[src/rtl/pad_cfg_pkg.sv]
// Pad configuration controller shared types.
// State/side enums, pad geometry and side base addresses.
package pad_cfg_pkg;

   typedef enum logic [1:0] {
      HOLD  = 2'd0,
      IDLE  = 2'd1,
      APPLY = 2'd2
   } state_e;

   typedef enum logic [1:0] {
      WE = 2'd0,
      NO = 2'd1,
      EA = 2'd2,
      SO = 2'd3
   } side_e;

   localparam int NUM_SIDES     = 4;
   localparam int PADS_PER_SIDE = 9;
   localparam int CFG_W         = 8;

   localparam logic [5:0] WE_BASE  = 6'd0;
   localparam logic [5:0] NO_BASE  = 6'd9;
   localparam logic [5:0] EA_BASE  = 6'd18;
   localparam logic [5:0] SO_BASE  = 6'd27;
   localparam logic [5:0] ADDR_END = 6'd36;

endpackage

[src/rtl/pad_cfg_side.sv]
// One padring side: shadow bank written per pad, active bank copied whole.
// Ports: clk, rst_n, wr_en/wr_idx/wr_data (shadow write), apply_en, cfg.
module pad_cfg_side
   import pad_cfg_pkg::*;
#(
   parameter int PADS = PADS_PER_SIDE,
   parameter int W    = CFG_W,
   parameter int IW   = $clog2(PADS)
) (
   input  logic                clk,
   input  logic                rst_n,
   input  logic                wr_en,
   input  logic [IW-1:0]       wr_idx,
   input  logic [W-1:0]        wr_data,
   input  logic                apply_en,
   output logic [PADS*W-1:0]   cfg
);

   logic [PADS*W-1:0] shadow_q;
   logic [PADS*W-1:0] active_q;

   always_ff @(posedge clk or negedge rst_n) begin
      if (!rst_n) begin
         shadow_q <= '0;
         active_q <= '0;
      end else begin
         if (wr_en) begin
            for (int p = 0; p < PADS; p++) begin
               if (wr_idx == IW'(p)) begin
                  shadow_q[p*W +: W] <= wr_data;
               end
            end
         end
         if (apply_en) begin
            active_q <= shadow_q;
         end
      end
   end

   assign cfg = active_q;

endmodule

[src/rtl/pad_cfg_ctrl.sv]
// Padring configuration controller: settle hold, shadow writes, 4-cycle apply.
// Ports: clk_i, rst_ni, wr_*, commit_*, force_safe_i, *_cfg_o, pad_safe_o, done_o, err_o.
module pad_cfg_ctrl
   import pad_cfg_pkg::*;
#(
   parameter int SETTLE_CYCLES = 16,
   parameter int PADS_PER_SIDE = pad_cfg_pkg::PADS_PER_SIDE,
   parameter int CFG_W         = pad_cfg_pkg::CFG_W
) (
   input  logic                             clk_i,
   input  logic                             rst_ni,
   input  logic                             wr_valid_i,
   output logic                             wr_ready_o,
   input  logic [5:0]                       wr_addr_i,
   input  logic [CFG_W-1:0]                 wr_data_i,
   input  logic                             commit_valid_i,
   output logic                             commit_ready_o,
   input  logic                             force_safe_i,
   output logic [PADS_PER_SIDE*CFG_W-1:0]   we_cfg_o,
   output logic [PADS_PER_SIDE*CFG_W-1:0]   no_cfg_o,
   output logic [PADS_PER_SIDE*CFG_W-1:0]   ea_cfg_o,
   output logic [PADS_PER_SIDE*CFG_W-1:0]   so_cfg_o,
   output logic                             pad_safe_o,
   output logic                             done_o,
   output logic                             err_o
);

   localparam int IW = $clog2(PADS_PER_SIDE);
   localparam int SW = PADS_PER_SIDE * CFG_W;

   state_e      state_q, state_d;
   side_e       side_q, side_d;
   logic [31:0] cnt_q, cnt_d;
   logic        done_q, done_d;
   logic        err_q, err_d;

   logic          ready;
   logic          wr_acc;
   logic          commit_acc;
   logic          in_range;
   side_e         side_sel;
   logic [IW-1:0] pad_idx;
   logic [3:0]    wr_en;
   logic [3:0]    apply_en;
   logic [SW-1:0] cfg [NUM_SIDES];

   assign ready      = (state_q == IDLE);
   assign wr_acc     = wr_valid_i & ready;
   assign commit_acc = commit_valid_i & ready;
   assign in_range   = (wr_addr_i < ADDR_END);

   // Ranges are disjoint; out-of-range addresses fall in the SO arm
   // but are masked by in_range.
   always_comb begin
      side_sel = WE;
      pad_idx  = '0;
      unique case (1'b1)
         (wr_addr_i >= SO_BASE): begin
            side_sel = SO;
            pad_idx  = IW'(wr_addr_i - SO_BASE);
         end
         (wr_addr_i >= EA_BASE) && (wr_addr_i < SO_BASE): begin
            side_sel = EA;
            pad_idx  = IW'(wr_addr_i - EA_BASE);
         end
         (wr_addr_i >= NO_BASE) && (wr_addr_i < EA_BASE): begin
            side_sel = NO;
            pad_idx  = IW'(wr_addr_i - NO_BASE);
         end
         default: begin
            side_sel = WE;
            pad_idx  = IW'(wr_addr_i - WE_BASE);
         end
      endcase
   end

   always_comb begin
      for (int s = 0; s < NUM_SIDES; s++) begin
         wr_en[s]    = wr_acc & in_range & (side_sel == side_e'(s));
         apply_en[s] = (state_q == APPLY) & (side_q == side_e'(s));
      end
   end

   always_comb begin
      state_d = state_q;
      side_d  = side_q;
      cnt_d   = cnt_q;
      done_d  = 1'b0;
      case (state_q)
         HOLD: begin
            cnt_d = cnt_q + 32'd1;
            if (cnt_q + 32'd1 >= 32'(SETTLE_CYCLES)) begin
               state_d = IDLE;
            end
         end
         IDLE: begin
            if (commit_acc) begin
               state_d = APPLY;
               side_d  = WE;
            end
         end
         APPLY: begin
            side_d = side_e'(side_q + 2'd1);
            if (side_q == SO) begin
               state_d = IDLE;
               done_d  = 1'b1;
            end
         end
         default: state_d = HOLD;
      endcase
   end

   // An out-of-range write in the commit cycle keeps the flag set.
   always_comb begin
      err_d = err_q;
      if (commit_acc) begin
         err_d = 1'b0;
      end
      if (wr_acc && !in_range) begin
         err_d = 1'b1;
      end
   end

   always_ff @(posedge clk_i or negedge rst_ni) begin
      if (!rst_ni) begin
         state_q <= HOLD;
         side_q  <= WE;
         cnt_q   <= '0;
         done_q  <= 1'b0;
         err_q   <= 1'b0;
      end else begin
         state_q <= state_d;
         side_q  <= side_d;
         cnt_q   <= cnt_d;
         done_q  <= done_d;
         err_q   <= err_d;
      end
   end

   for (genvar s = 0; s < NUM_SIDES; s++) begin : g_side
      pad_cfg_side #(
         .PADS (PADS_PER_SIDE),
         .W    (CFG_W),
         .IW   (IW)
      ) u_side (
         .clk      (clk_i),
         .rst_n    (rst_ni),
         .wr_en    (wr_en[s]),
         .wr_idx   (pad_idx),
         .wr_data  (wr_data_i),
         .apply_en (apply_en[s]),
         .cfg      (cfg[s])
      );
   end

   assign we_cfg_o       = cfg[WE];
   assign no_cfg_o       = cfg[NO];
   assign ea_cfg_o       = cfg[EA];
   assign so_cfg_o       = cfg[SO];
   assign wr_ready_o     = ready;
   assign commit_ready_o = ready;
   assign pad_safe_o     = (state_q == HOLD) | force_safe_i;
   assign done_o         = done_q;
   assign err_o          = err_q;

endmodule

[config.mk]
export PLATFORM = sky130hd
export DESIGN_NAME = pad_cfg_ctrl
export DESIGN_NICKNAME = d
export VERILOG_FILES = /design/src/rtl/pad_cfg_pkg.sv /design/src/rtl/pad_cfg_side.sv /design/src/rtl/pad_cfg_ctrl.sv
export SDC_FILE = /design/constraint.sdc
export NUM_CORES = 1
export LEC_CHECK = 0
export ABC_AREA = 1
export CAP_MARGIN = 40
export CORE_AREA = 2 2 217 219
export DETAILED_ROUTE_END_ITERATION = 10
export DIE_AREA = 0 0 219 221
export PLACE_DENSITY = 0.89
export SLEW_MARGIN = 20
export SYNTH_ARGS = -nofsm -noshare
export SYNTH_HDL_FRONTEND = slang
export SYNTH_SLANG_ARGS = --single-unit
[constraint.sdc]
create_clock -name clk_i -period 2.5 [get_ports clk_i]
set_input_delay 0.5 -clock clk_i [delete_from_list [all_inputs] [get_ports clk_i]]
set_output_delay 0.5 -clock clk_i [all_outputs]
set_load 0.05 [all_outputs]
==> run summary <==
The cell depth of the worst flop-to-flop path is 14. The required time of the critical path is around 3.0 ns. The number of warnings reported in the yosys synthesis log is 0.

The area growth from synthesis to layout came out at 28.80%. The maximum fanout encountered on the critical timing path came out at 8. The share of synthesized area occupied by flip-flops and latches is 61.44%. The number of I/O pins came out at around 310. The share of the core filled with cells in the final layout came out at between 60% and 70%. The final total power came out at around 29000 uW. In the synthesized netlist the async set-or-reset flop fraction comes to between 90% and 100%.

The maximum clock frequency is between 400 and 500 MHz. The initial utilization of the core area, before any placement, comes to 54.29%. In this run the remaining antenna-violating nets after routing total 0. The full die area is approximately 0.048 mm2. The final setup violation count came out at 0.

The library cell used most frequently in the layout, excluding fill and tap cells, is sky130_fd_sc_hd__nand2_1. The first-pass GRT wire length is roughly 110 mm. Summed over all instances, the cell type with the most area after synthesis is sky130_fd_sc_hd__dfrtp_1.

The storage element area came out at between 0.015 and 0.02 mm2. The standard cell core area came out at 0.04606 mm2. The clock transition time at the flip-flop clock pins of the worst setup and hold paths came out at about 0.060 ns. Leaving out fill and tap cells, the most frequent cells in the layout are 817 x sky130_fd_sc_hd__nand2_1, 613 x sky130_fd_sc_hd__dfrtp_1, 301 x sky130_fd_sc_hd__clkdlybuf4s50_1, 216 x sky130_fd_sc_hd__mux2_2, 114 x sky130_fd_sc_hd__o21ai_1.

The row count came out at between 70 and 80. The DRC violation total after the first TritonRoute iteration came out at roughly 2100. In the global route stage, overall resource usage came out at 30.54%.

In this run the static leakage power is between 0.015 and 0.02 uW. The final estimated routing congestion in global placement is about 0.87. The average cell area after synthesis is ~11 um2.

The number of hold violations in the final report came to 0. The share of the synthesized area in the top cell type is 61.44%. STA puts the critical path data arrival time at ~3 ns.

The initial antenna violation count came out at 5. TritonCTS built the clock tree. The total half-perimeter wirelength after legalization and detailed placement is 46.62 mm. The total wire length came out at about 73 mm.

After synthesis the netlist holds a flip-flop and latch count of ~610. The headroom to the max-slew limit came out at 42.64%. Counting flops with a built-in enable in the synthesized netlist gives 0. The worst setup path is launched from an input port. The launch point of the worst reg-to-reg path is cnt_q[1]. The launching element of the worst setup path is wr_addr_i[1].

The number of different library cells used by synthesis comes to 40. The most used flip-flop cell after synthesis is sky130_fd_sc_hd__dfrtp_1. The worst setup path is of the in -> reg kind. The via count came out at between 15000 and 20000. The filler cell count in the final layout is between 3000 and 4000. Buffers inserted during clock tree synthesis total between 50 and 60. The die span in y is between 200 and 250 um. Port buffering added 311 buffers. The run finished with clean final reports. After synthesis, the cell types taking the most area are sky130_fd_sc_hd__dfrtp_1 61%, sky130_fd_sc_hd__nand2_1 13%, sky130_fd_sc_hd__mux2_2 9.7%.

The total standard cell area after synthesis is ~0.025 mm2. The final clock period utilization by the worst path is about 99%. Between clock sinks in the finished design, the worst skew comes to 0.02434 ns. The fraction of final layout cells with drive strength greater than 1 came out at between 10% and 20%. The count of mapped cells out of synthesis came out at 2375. The area of the multi-input gates came out at 0.009036 mm2. The aggregate global routing overflow is 0. The maximum number of pins on one net before global-route repair came out at 96. The number of iterations in the first detailed-routing pass came out at 7. In the routed design, unresolved DRC markers number 0. The total number of nets in the final design came out at 2788. For this design the ratio of total power to cell area is a little over 900 mW/mm2.

At the pin with the least slew margin, the transition time is 0.8604 ns. The number of max-slew violations in the final report came to 0. The via count of the first global-routing pass was about 20000.

The H-tree level count came out at 2. The average wire length per cell after detail routing is between 20 and 25 um. The post-synthesis net count came out at 2404.

The worst-case IR drop observed on VDD is ~0.0007 V. Clock latency on the worst-skew pair, taken at its later pin, is between 0.6 and 0.7 ns. Dividing the detail-routed via count by the number of cells gives around 5.8. The post-layout minimum cycle time is 2.466 ns. The worst-case clock buffer depth is 3.

The floorplan step set the die width to about 220 um. The path category of the worst min-delay check is in -> async. The number of violations of the max-capacitance limit came out at 0. The library cell used as clock root buffer is sky130_fd_sc_hd__clkbuf_16.

CTS saw slightly above 600 sinks. STA classifies the critical path endpoint as a flop.
[cell type report]
| cell class | count | share of cell area (%) |
|---|---|---|
| Timing Repair Buffer | 453 | 14.71 |
| Multi-Input combinational cell | 1569 | 28.05 |
| Clock inverter | 26 | 1.134 |
| Antenna cell | 6 | 0.04661 |
| Clock buffer | 81 | 5.244 |
| Inverter | 63 | 0.7497 |
| Tap cell | 607 | 2.358 |
| Sequential cell | 614 | 47.71 |
[cell families after synthesis]
logic type	count (synthesis)	synth area share, %
adder cells (fa/ha/maj)	10	0.5304
flip-flops	614	61.44
XOR/XNOR	8	0.2802
AO/OA/AOI/OAI	169	3.522
multiplexers	216	9.726
AND/OR/NAND/NOR	1162	20.63
buffers and inverters	196	3.873
[state kept, by name, summed over array words and instances (netlist names)]
name / flops
g_side.u_side.cfg: 288
state_q: 2
g_side.u_side.shadow_q: 288
side_q: 2
done_o: 1
err_o: 1
cnt_q: 32
[per-layer routing]
| layer | wire (um) | up-vias | global-route usage, % | part of all wire [%] |
|---|---|---|---|---|
| met5 | 0 | - | 0 | 0 |
| met4 | 3964 | 0 | 16.70 | 5.4 |
| met3 | 6266 | 263 | 6.790 | 8.5 |
| met2 | 35220 | 952 | 48.70 | 48 |
| met1 | 27910 | 9825 | 38.91 | 38 |
| li1 | - | 8638 | - | - |
[cell usage after synthesis (all sizes together), types with 2 or more instances]
cell / number
dfrtp: 614
a31oi: 9
ha: 9
xor2: 7
nand4: 101
nand2: 844
o21ai: 156
nor3: 2
or2: 2
buf: 78
nor2: 79
nand3b: 5
inv: 63
mux2: 216
clkbuf: 55
nand3: 128
[worst paths after layout]
| kind | endpoint | slack [ns] |
|---|---|---|
| max in group asynchronous | g_side[2].u_side.cfg[51] | 1.21 |
| min | g_side[3].u_side.cfg[43] | 0.37 |
| max reg2reg | state_q[0] | 0.21 |
| min reg2reg | g_side[1].u_side.shadow_q[70] | 0.47 |
| min in group clk_i | g_side[1].u_side.shadow_q[70] | 0.47 |
| max | g_side[3].u_side.shadow_q[14] | 0.03 |
[critical path: stages]
cell                            delay, ns
sky130_fd_sc_hd__dlygate4sd2_1       0.26
sky130_fd_sc_hd__inv_2               0.09
sky130_fd_sc_hd__nand3_1             0.10
sky130_fd_sc_hd__nand2_1             0.10
sky130_fd_sc_hd__nand2_2             0.08
sky130_fd_sc_hd__nand2_4             0.08
sky130_fd_sc_hd__inv_2               0.05
sky130_fd_sc_hd__fa_2                0.35
sky130_fd_sc_hd__xor2_1              0.17
sky130_fd_sc_hd__inv_1               0.07
sky130_fd_sc_hd__nand2_2             0.09
sky130_fd_sc_hd__nand3_4             0.13
sky130_fd_sc_hd__nor2_8              0.21
sky130_fd_sc_hd__buf_6               0.22
sky130_fd_sc_hd__nand3_2             0.24
sky130_fd_sc_hd__nand2_1             0.14
sky130_fd_sc_hd__o21ai_1             0.08
[where the power goes]
| group | internal (uW) | total (uW) | leakage (uW) | switching (uW) |
|---|---|---|---|---|
| Sequential | 11300 | 12200 | 0.00846 | 991 |
| Clock | 5550 | 9460 | 0.00102 | 3900 |
| Combinational | 2600 | 7570 | 0.00653 | 4970 |
| Total | 19400 | 29300 | 0.0160 | 9860 |
[per-stage QoR]
| step | setup TNS, ns | setup WS [ns] | area [um2] | instances | hold WS [ns] |
|---|---|---|---|---|---|
| 6_report | 0 | 0.03368 | 32210 | 3419 | 0.3715 |
| 5_1_grt | -0.08074 | -0.02955 | 32210 | 3418 | 0.3921 |
| 4_1_cts | 0 | 0.007389 | 32080 | 3407 | 0.3610 |
| 3_5_place_dp | -218.74 | -0.8851 | 29570 | 3283 | 0.4121 |
| 3_3_place_gp | -184.67 | -0.7388 | 29550 | 3282 | 0.4066 |
| 2_1_floorplan | -3.711 | -0.08967 | 25080 | 2375 | 0.2044 |
[timing repair]
action	CTS	global route
gates cloned	6	1
buffers inserted	10	4
hold endpoints to repair	29	0
pin swaps	8	5
gates resized for setup	56	17
endpoints found under the setup margin	273	282
hold buffers	1	0
No activity file was read; power rests on OpenSTA's default activity.
